<file path="src/rtl/irq_controller.sv">
// irq_controller: edge-detects NSRC device interrupt lines into a pending
// register, requests the lowest-numbered pending and unmasked source on
// ExtIRQ, and retires it when the processor acknowledges on ExtlAck.
module irq_controller #(
  parameter int NSRC    = 4,
  parameter int IDW     = 2,
  parameter int HOLDOFF = 4
) (
  input  logic            clk,
  input  logic            reset,
  input  logic [NSRC-1:0] src,
  input  logic [NSRC-1:0] mask,
  input  logic            ExtlAck,
  output logic            ExtIRQ,
  output logic [IDW-1:0]  irq_id,
  output logic [NSRC-1:0] pending,
  output logic [7:0]      lost_count
);

  // Holdoff counter must hold HOLDOFF itself; keep at least one bit for HOLDOFF=0/1.
  localparam int HCW = (HOLDOFF < 2) ? 1 : $clog2(HOLDOFF + 1);

  typedef enum logic [1:0] {
    IDLE = 2'd0,
    REQ  = 2'd1,
    DONE = 2'd2
  } state_t;

  state_t          state_q, state_d;
  logic [NSRC-1:0] src_prev_q, src_prev_d;
  logic [NSRC-1:0] pending_q, pending_d;
  logic [HCW-1:0]  hold_q, hold_d;
  logic [IDW-1:0]  irq_id_q, irq_id_d;
  logic            ext_irq_q, ext_irq_d;
  logic [7:0]      lost_q, lost_d;

  logic [NSRC-1:0] edge_s;
  logic [NSRC-1:0] clr_s;
  logic [NSRC-1:0] lost_bits_s;
  logic [NSRC-1:0] eligible_s;
  logic [4:0]      lost_inc_s;
  logic [8:0]      lost_sum_s;

  // Lowest set index of a vector; returns 0 for an all-zero vector.
  function automatic logic [IDW-1:0] lowest_idx(input logic [NSRC-1:0] v);
    logic [IDW-1:0] idx;
    idx = '0;
    for (int i = NSRC - 1; i >= 0; i--) begin
      if (v[i]) begin
        idx = IDW'(i);
      end else begin
        idx = idx;
      end
    end
    return idx;
  endfunction

  // Edge detection, retire strobes and pending/lost-edge bookkeeping.
  always_comb begin
    src_prev_d  = src;
    edge_s      = src & ~src_prev_q;
    eligible_s  = pending_q & mask;
    clr_s       = '0;
    lost_inc_s  = 5'd0;
    for (int i = 0; i < NSRC; i++) begin
      clr_s[i] = (state_q == REQ) && ExtlAck && (irq_id_q == IDW'(i));
    end
    // An edge coinciding with its own retire keeps the bit pending and is not lost.
    lost_bits_s = edge_s & pending_q & ~clr_s;
    pending_d   = (pending_q & ~clr_s) | edge_s;
    for (int i = 0; i < NSRC; i++) begin
      if (lost_bits_s[i]) begin
        lost_inc_s = lost_inc_s + 5'd1;
      end else begin
        lost_inc_s = lost_inc_s;
      end
    end
    lost_sum_s = {1'b0, lost_q} + {4'b0000, lost_inc_s};
    if (lost_sum_s > 9'd255) begin
      lost_d = 8'hFF;
    end else begin
      lost_d = lost_sum_s[7:0];
    end
  end

  // Request FSM: select in IDLE, hold request in REQ, wait for ack release in DONE.
  always_comb begin
    state_d  = state_q;
    hold_d   = hold_q;
    irq_id_d = irq_id_q;
    case (state_q)
      IDLE: begin
        if (hold_q != '0) begin
          hold_d = hold_q - HCW'(1);
        end else if (eligible_s != '0) begin
          irq_id_d = lowest_idx(eligible_s);
          state_d  = REQ;
        end else begin
          state_d = IDLE;
        end
      end
      REQ: begin
        if (ExtlAck) begin
          state_d = DONE;
        end else begin
          state_d = REQ;
        end
      end
      DONE: begin
        if (!ExtlAck) begin
          hold_d  = HCW'(HOLDOFF);
          state_d = IDLE;
        end else begin
          state_d = DONE;
        end
      end
      default: begin
        state_d = IDLE;
      end
    endcase
    ext_irq_d = (state_d == REQ);
  end

  // State and output registers with synchronous reset.
  always_ff @(posedge clk) begin
    if (reset) begin
      state_q    <= IDLE;
      src_prev_q <= '0;
      pending_q  <= '0;
      hold_q     <= '0;
      irq_id_q   <= '0;
      ext_irq_q  <= 1'b0;
      lost_q     <= 8'd0;
    end else begin
      state_q    <= state_d;
      src_prev_q <= src_prev_d;
      pending_q  <= pending_d;
      hold_q     <= hold_d;
      irq_id_q   <= irq_id_d;
      ext_irq_q  <= ext_irq_d;
      lost_q     <= lost_d;
    end
  end

  assign ExtIRQ     = ext_irq_q;
  assign irq_id     = irq_id_q;
  assign pending    = pending_q;
  assign lost_count = lost_q;

endmodule

</file>
<file path="config.mk">
export PLATFORM = sky130hd
export DESIGN_NAME = irq_controller
export DESIGN_NICKNAME = d
export VERILOG_FILES = /design/src/rtl/irq_controller.sv
export SDC_FILE = /design/constraint.sdc
export NUM_CORES = 1
export LEC_CHECK = 0
export ABC_AREA = 1
export BUFFER_PORTS_ARGS = -buffer_cell sky130_fd_sc_hd__buf_2
export CORE_AREA = 2 2 57 59
export DETAILED_ROUTE_END_ITERATION = 8
export DIE_AREA = 0 0 59 61
export PLACE_DENSITY = 0.72
export SLEW_MARGIN = 20
export SYNTH_ARGS = -nofsm -noshare
export SYNTH_HDL_FRONTEND = slang
export SYNTH_SLANG_ARGS = --single-unit
</file>
<file path="constraint.sdc">
create_clock -name clk -period 3 [get_ports clk]
set_input_delay 0.3 -clock clk [delete_from_list [all_inputs] [get_ports clk]]
set_output_delay 0.3 -clock clk [all_outputs]
set_load 0.005 [all_outputs]
</file>
==> results of run 1 <==
-- metal layers --
metal,share of wire,vias to the layer above,GRT usage
met3,0.033,2,0.0320
li1,-,690,-
met4,0.0060,0,0.0390
met2,0.48,19,0.259
met5,0,-,0
met1,0.49,549,0.204
-- critical path, stage by stage (launching register included) --
cell	delay, ns
dfxtp_2	0.35
inv_2	0.05
nor3_4	0.21
buf_6	0.14
nand2_2	0.04
nand2_2	0.07
nor2_2	0.05
ha_4	0.29
nand3_4	0.08
nand2_4	0.07
inv_2	0.04
ha_4	0.25
or2_0	0.10
nand2_1	0.07
fa_2	0.35
nand3b_1	0.18
nand2_2	0.11
buf_4	0.12
xnor2_1	0.11
a21oi_1	0.08
-- flip-flops by register name (all words and copies together), names as in the netlist --
signal and count:
src_prev_q 4, state_q 2, irq_id 2, pending 4, ExtIRQ 1, hold_q 3, lost_count 8
-- area by class of cell --
class	count	share of cell area
multi-input cells	140	0.503
flip-flops and latches	24	0.272
repair buffers	34	0.111
inverters	33	0.0699
well taps	33	0.0233
clock buffers	4	0.0205
-- cells in the final DEF (no fill, tap or decap), drive strengths merged --
cell type	synthesis	routed
nand2	54	54
buf	0	34
inv	33	33
dfxtp	24	24
nor2	21	21
nand3	18	18
a21oi	15	15
ha	9	9
or2	5	5
clkbuf	2	4
nor3	4	4
xor2	3	3
nand3b	2	2
nand4	2	2
o22ai	2	2
o21ai	2	2
xnor2	1	1
fa	1	1
conb	1	1
-- per-stage QoR --
| step | cell area [um^2] | std cells | power (mW) | worst slack, ns | utilization |
|---|---|---|---|---|---|
| after floorplan | 1390 | 199 | 0.635 | 0.139 | - |
| after global placement | 1590 | 261 | 0.721 | -0.0454 | 0.539 |
| after detailed placement | 1590 | 261 | 0.724 | -0.0937 | 0.539 |
| after CTS | 1630 | 265 | 0.895 | -0.0179 | 0.552 |
| after global routing | 1770 | 268 | 0.997 | -0.0736 | 0.600 |
| final | 1770 | 268 | 0.913 | 0.143 | 0.600 |
-- power breakdown --
group	internal, mW	total, mW	switching [mW]
clock	0.0742	0.165	0.0904
combinational	0.151	0.339	0.188
sequential	0.370	0.410	0.0399
-- kinds of logic after synthesis --
family                     Yosys count
xor gates and xnor gates             4
buffers and inverters               35
DFF                                 24
AOI/OAI and AO/OA                   19
adders and majority gates           10
and+or+nand+nor                    106
other                                1
-- repair_timing --
action                     4_1_cts  5_1_grt
pin swaps                        0       12
resized for setup                1       29
setup endpoints to repair        4        8
buffers inserted                 0        3
-- final timing paths --
kind | startpoint | endpoint | slack [ns] | cells after the start
setup / recovery | state_q[0]$_SDFF_PP0_ | lost_count[4]$_SDFF_PP0_ | 0.14 | 19
hold / removal | src[1] | src_prev_q[1]$_SDFF_PP0_ | 0.19 | 3
setup reg to reg | state_q[0]$_SDFF_PP0_ | lost_count[4]$_SDFF_PP0_ | 0.14 | 19
hold reg to reg | pending[2]$_SDFF_PP0_ | pending[2]$_SDFF_PP0_ | 0.50 | 2
==> results.txt, run 1 <==
Overall Global Routing Usage -> 0.154
clk_skew -> 0.00511 ns
syn_nets -> 220
Hold WS -> 0.194 ns
Rows -> 20
share of cells above drive strength 1 -> 0.323
Clock Root Buffer -> clkbuf_4
Initial DRC Count -> 13
xor/xnor share of the synthesized area -> 0.0253
Residual DRC -> 0
Via density -> 4.70
Multi-input gate area -> 892 um^2
final slew viol count -> 0
min Tclk post-route -> 2.86 ns
synth top area cells -> dfxtp_1 (35%), nand2_1 (14%), inv_1 (8.4%)
pin count of the biggest net entering global routing -> 18
Max VDD drop -> 378 uV
RSZ-0062 raised after global routing -> yes
gpl congestion -> 0.810
Initial Util -> 0.469
Detail Route Antenna Nets -> 0
first-pass GRT wire length -> 4260 um
Max FO, Critical Path -> 3
Yosys top cell area share -> 0.347
Pre-antenna DRT Iters -> 4
Critical Path AT -> 3.06 ns
top cells by count, synth -> nand2_1 (50), inv_1 (31), dfxtp_1 (24)
Final Hold Vio Count -> 0
prevailing post-synth register cell -> dfxtp_1
Post-synth EDFFs -> 0
simple-gate share of the synthesized area -> 0.362
Clock Latency Late Sink -> 0.31 ns
vias in the first global route -> 1065
Antenna Cells -> 0
die area -> 3600 um^2
kind of critical path -> reg -> reg
IO buf count -> 25
Congestion Overflow GR -> 0
main combinational cell family by area after synthesis -> simple AND/OR/NAND/NOR gates
CTS tree -> yes
# IOs -> 26
top-count cell post-synth -> nand2_1
fmax -> 350 MHz
post-synthesis cell type count -> 28
number of buffers created by CTS -> 3
initial antenna violation count -> 0
syn_area_per_cell -> 6.97 um^2
clock-pin slew on the worst setup and hold paths -> 0.12 ns
TNS Setup -> 0 ns
fin nets -> 257
Setup crit start kind -> register
post-synthesis sequential element count -> 24
DIE HEIGHT -> 61 um
fillcell total -> 273
clk sinks -> 24
Area Overhead vs Synth -> 27.9%
mapped cell area -> 1390 um^2
pwr/cell area -> 515 nW/um^2
sequential cell area fraction in the yosys report -> 0.347
CP Capture Type -> register
ys async rst share -> 0
Pleak -> 0.894 nW
required time worst endpoint -> 3.20 ns
H-tree Lvls -> 1
Hold-fix buffers, CTS -> 0
Tightest Hold Check Type -> in -> reg
Core Area -> 2950 um^2
clock tree buffer depth -> 2
max cap viols -> 0
Cells after Synth -> 199
post-detail-place hpwl -> 2010 um
fin crit share -> 0.952
status -> finished clean
largest area contributor in the netlist -> dfxtp_1
Syn. warnings -> 0
adder-cell area share of the yosys netlist -> 0.0957
total wire length -> 2670 um
register area -> 483 um^2
width of the die -> 59 um
via count -> 1260
post-synthesis compound-gate area fraction -> 0.0731
Avg WL per Cell -> 9.96 um
Final setup viols -> 0
mux cell area share after synthesis -> 0
Note: power is estimated with default switching activity, not from simulation.
==> inputs of run 2 (changes only) <==
Settings changed: PLACE_DENSITY 0.72 to 0.77.
==> run 2 against run 1 <==
Register-to-register slack worse by 0.09 ns. Core utilization is 4.7 points higher. Critical path depth fell by 2. Clock skew down 0.0013 ns.
==> results.txt, run 2 (same netlist as run 1, synthesis figures left out) <==
status -> finished clean
Setup crit start kind -> register
Final setup viols -> 0 (unchanged)
clock-pin slew on the worst setup and hold paths -> 0.14 ns (+0.02 ns)
post-detail-place hpwl -> 2080 um (+3.7%)
Max FO, Critical Path -> 4 (+1)
Hold Path Cell Cnt -> 3 (unchanged)
Largest register FFs -> 8 (unchanged)
min-delay src -> src[1]
gpl congestion -> 0.803 (-0.93%)
Congestion Overflow GR -> 0 (unchanged)
first-pass GRT wire length -> 5200 um (+22%)
vias in the first global route -> 1240 (+16%)
max incr delay on CP -> 0.39 ns (+0.04 ns)
total wire length -> 3400 um (+27%)
required time worst endpoint -> 3.22 ns (+0.02 ns)
slowest stage cell, crit path -> dfxtp_4
Detail Route Antenna Nets -> 0 (unchanged)
fin nets -> 276 (+7.4%)
CP Capture Type -> register
initial antenna violation count -> 0 (unchanged)
Placed Area -> 1570 um^2 (-1.4%)
kind of critical path -> reg -> reg
H-tree Lvls -> 1 (unchanged)
commonest non-fill, non-tap cell in the layout -> nand2_1
Clock Root Buffer -> clkbuf_4
Sw Ratio -> 0.358 (+0.00925)
Max VDD drop -> 352 uV (-6.7%)
Final WS setup -> 0.0529 ns (-0.0897 ns)
Reg-to-Reg End -> lost_count[4]$_SDFF_PP0_
Critical Path AT -> 3.16 ns (+0.10 ns)
Area Overhead vs Synth -> 37.9%
Hold WS -> 0.172 ns (-0.0219 ns)
Hold-fix buffers, CTS -> 0 (unchanged)
# IOs -> 26 (unchanged)
Core Area -> 2950 um^2 (unchanged)
Int Pwr -> 630 uW (+5.9%)
Clock Latency Late Sink -> 0.32 ns (about the same)
RSZ-0062 raised after global routing -> yes
post-layout instance area -> 1910 um^2 (+7.8%)
min Tclk post-route -> 2.95 ns (+0.0897 ns)
critical path cell sequence -> nor3_4 -> nand3_2 -> nand2_4 -> nor2_4 -> ha_4 -> nand3_2 -> nand2_2 -> inv_2 -> ha_4 -> or2_0 -> nand2_1 -> fa_2 -> nand3b_1 -> nand2_2 -> buf_4 -> xnor2_1 -> a21oi_1
net switching power of the design -> 351 uW (+10%)
share of cells above drive strength 1 -> 0.378 (+0.0545)
Clk pwr share -> 0.181 (about the same)
Tightest Hold Check Type -> in -> reg
reg-to-reg startpoint -> state_q[1]$_SDFF_PP0_
most frequent cells in the layout -> nand2_1 (43), inv_1 (29), buf_4 (27)
hold worst-path end -> src_prev_q[1]$_SDFF_PP0_
Initial DRC Count -> 46 (+33)
Worst Setup SP -> state_q[1]$_SDFF_PP0_
TNS Setup -> 0 ns (unchanged)
fmax -> 339 MHz (-3.0%)
IO buf count -> 25 (unchanged)
clock tree buffer depth -> 2 (unchanged)
cell family with most CP delay -> simple AND/OR/NAND/NOR gates
max cap viols -> 0 (unchanged)
Setup WS pre-CTS -> -0.118 ns (-0.0243 ns)
clk_skew -> 0.00376 ns (-0.00134 ns)
R2R Setup Slk -> 0.05 ns (-0.09 ns)
fin crit share -> 0.982 (+0.0299)
Pleak -> 0.963 nW (+7.7%)
Via density -> 4.83 (+2.6%)
CTS tree -> yes
die area -> 3600 um^2 (unchanged)
via count -> 1385 (+9.9%)
R2R cell count -> 17 (-2)
total power -> 981 uW (+7.5%)
CP bufs+invs -> 2 (-2)
DIE HEIGHT -> 61 um (unchanged)
Overall Global Routing Usage -> 0.193 (+0.0387)
Antenna Cells -> 0 (unchanged)
Comb power frac -> 0.393 (+0.022)
Final Hold Vio Count -> 0 (unchanged)
Residual DRC -> 0 (unchanged)
clk sinks -> 24 (unchanged)
Rows -> 20 (unchanged)
Seq pwr share -> 0.426 (-0.023)
Avg WL per Cell -> 11.8 um (+19%)
Initial Util -> 0.469 (unchanged)
pin count of the biggest net entering global routing -> 18 (unchanged)
pwr/cell area -> 513 nW/um^2 (-0.36%)
Pre-antenna DRT Iters -> 4 (unchanged)
final slew viol count -> 0 (unchanged)
number of buffers created by CTS -> 3 (unchanged)
width of the die -> 59 um (unchanged)
run 2: cell types whose count changed in the layout (fill, tap and decap cells not counted), moves of 2 or more:
cell | before | now
buf_4 | 8 | 27
dfxtp_4 | 0 | 3
nand3_1 | 10 | 13
dfxtp_1 | 22 | 20
nand3_2 | 7 | 5
nor2_2 | 3 | 1
nor2_4 | 1 | 3
run 2: power groups by stage:
stage	sequential, mW	combinational [mW]	clock (mW)
final	0.418	0.385	0.177
after global routing	0.424	0.433	0.196
after CTS	0.409	0.345	0.179
after detailed placement	0.417	0.299	0
after global placement	0.415	0.294	0
after floorplan	0.413	0.223	0
run 2: per-layer routing:
layer / vias up / part of all wire / global-route usage / routed length, um
met3: 9 / 0.043 / 0.0384 / 147
met5: - / 0 / 0 / 0
li1: 731 / - / - / -
met4: 0 / 0.029 / 0.0942 / 99
met2: 38 / 0.49 / 0.325 / 1680
met1: 607 / 0.43 / 0.237 / 1470
run 2: worst max-delay path by stage:
stage | to | depth (start not counted)
2_1_floorplan | lost_count[6]$_SDFF_PP0_ | 19
3_3_place_gp | lost_count[7]$_SDFF_PP0_ | 20
3_5_place_dp | lost_count[7]$_SDFF_PP0_ | 21
4_1_cts | lost_count[7]$_SDFF_PP0_ | 21
5_1_grt | lost_count[4]$_SDFF_PP0_ | 17
6_report | lost_count[4]$_SDFF_PP0_ | 17
run 2: area by class of cell:
class                           count  area, um^2
Fill cell                         265        1040
Sequential cell                    24         493
Timing Repair Buffer               53         339
Tap cell                           33        41.3
Inverter                           33         124
Clock buffer                        4        36.3
Multi-Input combinational cell    140         878
run 2: tightest hold or removal path: cells and delay by family:
family | cells | cell delay [ns]
AND/OR/NAND/NOR | 1 | 0.03
buffers and inverters | 2 | 0.14
run 2: metrics by stage:
stage | instances | utilization
after global routing | 287 | 0.647
after global placement | 258 | 0.531
final | 287 | 0.647
after detailed placement | 258 | 0.531
after CTS | 284 | 0.604
after floorplan | 199 | -
run 2: timing repair:
action                                  CTS  global route
resized for setup                         5            28
setup buffers                            22             4
pin swaps                                 5            15
endpoints found under the setup margin    8             9
==> inputs of run 3 (changes only) <==
Settings changed: ABC_AREA 1 to not set, PLACE_DENSITY 0.77 to 0.75.
==> run 3 against run 2 <==
The flow now finishes with violations (setup timing). Global-route usage decreased by 0.83 points. Area after synthesis decreased by 2.3%. Non-clock buffer count decreased by 12. Sequential power decreased by 5.5%. First-iteration DRC count decreased by 46%. Die area unchanged. Flip-flop and latch count unchanged. Sequential share of layout area increased by 1.3 points. Total power decreased by 1.7%. Clock power increased by 34%. Critical path type unchanged. Critical endpoint is now lost_count[6]$_SDFF_PP0_. Largest power group unchanged.
==> results.txt, run 3 <==
Final Hold Vio Count -> 0 (unchanged)
clk sinks -> 24 (unchanged)
width of the die -> 59 um (unchanged)
fillcell total -> 256 (-3.4%)
top-count cell post-synth -> dfxtp_1
syn_nets -> 165 (-25%)
Setup crit start kind -> register
Area Overhead vs Synth -> 31.5%
register area -> 482 um^2 (-2.3%)
largest area contributor in the netlist -> dfxtp_1
Yosys top cell area share -> 0.355 (+0.00833)
first-pass GRT wire length -> 5050 um (-2.8%)
Final WS setup -> -0.0434 ns (-0.0963 ns)
CTS tree -> yes
sequential cell area fraction in the yosys report -> 0.355 (+0.00833)
post-detail-place hpwl -> 2220 um (+6.9%)
Max VDD drop -> 251 uV (-29%)
kind of critical path -> reg -> reg
Largest register FFs -> 8 (unchanged)
synth top area cells -> dfxtp_1 (35%), ha_1 (8.3%), a21oi_1 (5.5%)
H-tree Lvls -> 1 (unchanged)
fin crit share -> 1.01 (+0.0321)
IO buf count -> 25 (unchanged)
clock-pin slew on the worst setup and hold paths -> 0.13 ns (about the same)
failing checks -> setup timing
Final setup viols -> 1 (+1)
initial antenna violation count -> 0 (unchanged)
CP Capture Type -> register
Clock Root Buffer -> clkbuf_4
pin count of the biggest net entering global routing -> 26 (+8)
number of buffers created by CTS -> 3 (unchanged)
final slew viol count -> 0 (unchanged)
total wire length -> 2900 um (-15%)
required time worst endpoint -> 3.24 ns (+0.02 ns)
# IOs -> 26 (unchanged)
Avg WL per Cell -> 13.3 um (+12%)
vias in the first global route -> 1211 (-2.3%)
Detail Route Antenna Nets -> 0 (unchanged)
mapped cell area -> 1350 um^2 (-2.3%)
RSZ-0062 raised after global routing -> yes
Initial Util -> 0.458 (-0.0110)
fin nets -> 207 (-25%)
Congestion Overflow GR -> 0 (unchanged)
status -> complete, but fails checks
post-layout instance area -> 1780 um^2 (-6.9%)
via count -> 1169 (-16%)
most frequent cells in the layout -> buf_2 (25), dfxtp_1 (23), buf_4 (16)
Pleak -> 0.789 nW (-18%)
pwr/cell area -> 542 nW/um^2 (+5.6%)
Overall Global Routing Usage -> 0.185 (-0.00829)
clk_skew -> 0.00264 ns (-0.00112 ns)
Multi-input gate area -> 918 um^2 (+4.6%)
Initial DRC Count -> 25 (-46%)
Tightest Hold Check Type -> in -> reg
share of cells above drive strength 1 -> 0.427 (+0.0491)
Syn. warnings -> 0 (unchanged)
clock tree buffer depth -> 2 (unchanged)
max cap viols -> 0 (unchanged)
Via density -> 5.36 (+11%)
post-synthesis cell type count -> 46 (+64%)
Antenna Cells -> 0 (unchanged)
Rows -> 20 (unchanged)
Critical Path AT -> 3.28 ns (+0.12 ns)
commonest non-fill, non-tap cell in the layout -> buf_2
Setup WS pre-CTS -> -0.198 ns (-0.0796 ns)
syn_area_per_cell -> 9.40 um^2 (+35%)
Cells after Synth -> 144 (-28%)
R2R Setup Slk -> -0.04 ns (-0.10 ns)
Clock Latency Late Sink -> 0.33 ns (about the same)
min Tclk post-route -> 3.04 ns (+0.0963 ns)
Pre-antenna DRT Iters -> 4 (unchanged)
Core Area -> 2950 um^2 (unchanged)
gpl congestion -> 0.781 (-2.8%)
die area -> 3600 um^2 (unchanged)
top cells by count, synth -> dfxtp_1 (24), a21oi_1 (15), inv_1 (11), nand2_1 (11), ha_1 (9)
DIE HEIGHT -> 61 um (unchanged)
prevailing post-synth register cell -> dfxtp_1
Placed Area -> 1630 um^2 (+3.7%)
Residual DRC -> 0 (unchanged)
Max FO, Critical Path -> 3 (-1)
Post-synth EDFFs -> 0 (unchanged)
post-synthesis sequential element count -> 24 (unchanged)
fmax -> 329 MHz (-3.2%)
ys async rst share -> 0 (unchanged)
run 3: cell types whose count changed in the layout (fill, tap and decap cells not counted), moves of 4 or more:
cell      previous run  this run
inv_1               29        10
nor2b_1              0         6
nand2_2              8         4
nand2_1             43         7
buf_4               27        16
nor2_1              17         4
nand3_2              5         0
nand3_1             13         3
nand2b_1             0         4
run 3: final cells by class:
cell class                 instances  area share
multi-input combinational        105       0.516
tap                               33      0.0232
inverter                          11      0.0232
sequential                        24       0.271
clock inverter                     1      0.0169
clock buffer                       3      0.0126
timing repair buffer              41       0.138
run 3: final timing paths:
| check | from | end | cells past startpoint |
|---|---|---|---|
| max reg2reg | irq_id[1]$_SDFFE_PP0P_ | lost_count[6]$_SDFF_PP0_ | 15 |
| min | src[1] | src_prev_q[1]$_SDFF_PP0_ | 2 |
| min reg2reg | hold_q[0]$_SDFFE_PP0P_ | hold_q[0]$_SDFFE_PP0P_ | 2 |
| max | irq_id[1]$_SDFFE_PP0P_ | lost_count[6]$_SDFF_PP0_ | 15 |
run 3: kinds of logic after synthesis:
group	count (synthesis)	share of synthesized area
muxes	4	0.0342
adders and majority gates	10	0.0980
and+or+nand+nor	43	0.198
xor gates and xnor gates	7	0.0453
AOI/OAI and AO/OA	40	0.214
DFF	24	0.355
buffers and inverters	15	0.0527
other	1	0.00277
run 3: worst max-delay path, stage by stage (launching register included):
cell and delay (ns):
dfxtp_2 0.36, and4bb_2 0.26, nand2_2 0.07, nand2_2 0.07, or2_4 0.25, ha_4 0.16
mux2i_2 0.18, ha_2 0.21, inv_2 0.03, nor2_2 0.08, xor2_1 0.16, ha_1 0.26
nor2b_1 0.14, o21a_1 0.19, o211ai_1 0.19, mux2_2 0.35
run 3: layer usage:
| layer | global-route usage | wire (um) |
|---|---|---|
| met1 | 0.213 | 1230 |
| met2 | 0.329 | 1490 |
| met3 | 0.0277 | 92 |
| met4 | 0.101 | 93 |
| met5 | 0 | 0 |
run 3: metrics by stage:
step	TNS [ns]	util	instances	hold slack [ns]	power [mW]
6_report	-0.0434	0.603	218	0.198	0.965
5_1_grt	-1.49	0.603	218	0.183	1.04
4_1_cts	-0.146	0.585	217	0.191	0.966
3_5_place_dp	-1.30	0.550	211	0.463	0.712
3_3_place_gp	-0.572	0.550	211	0.443	0.695
2_1_floorplan	-0.300	-	144	0.372	0.620
run 3: timing repair:
| item | 4_1_cts | 5_1_grt |
|---|---|---|
| resized for setup | 10 | 10 |
| hold buffers | 0 | 0 |
| setup endpoints to repair | 8 | 8 |
| setup buffers | 2 | 1 |
| pin swaps | 12 | 10 |
run 3: report_power, final:
part	internal [mW]	leakage [nW]	total (mW)	switching [mW]
clock network	0.135	0.0279	0.238	0.103
logic	0.164	0.563	0.332	0.168
registers	0.363	0.198	0.395	0.0313
total	0.663	0.789	0.965	0.302
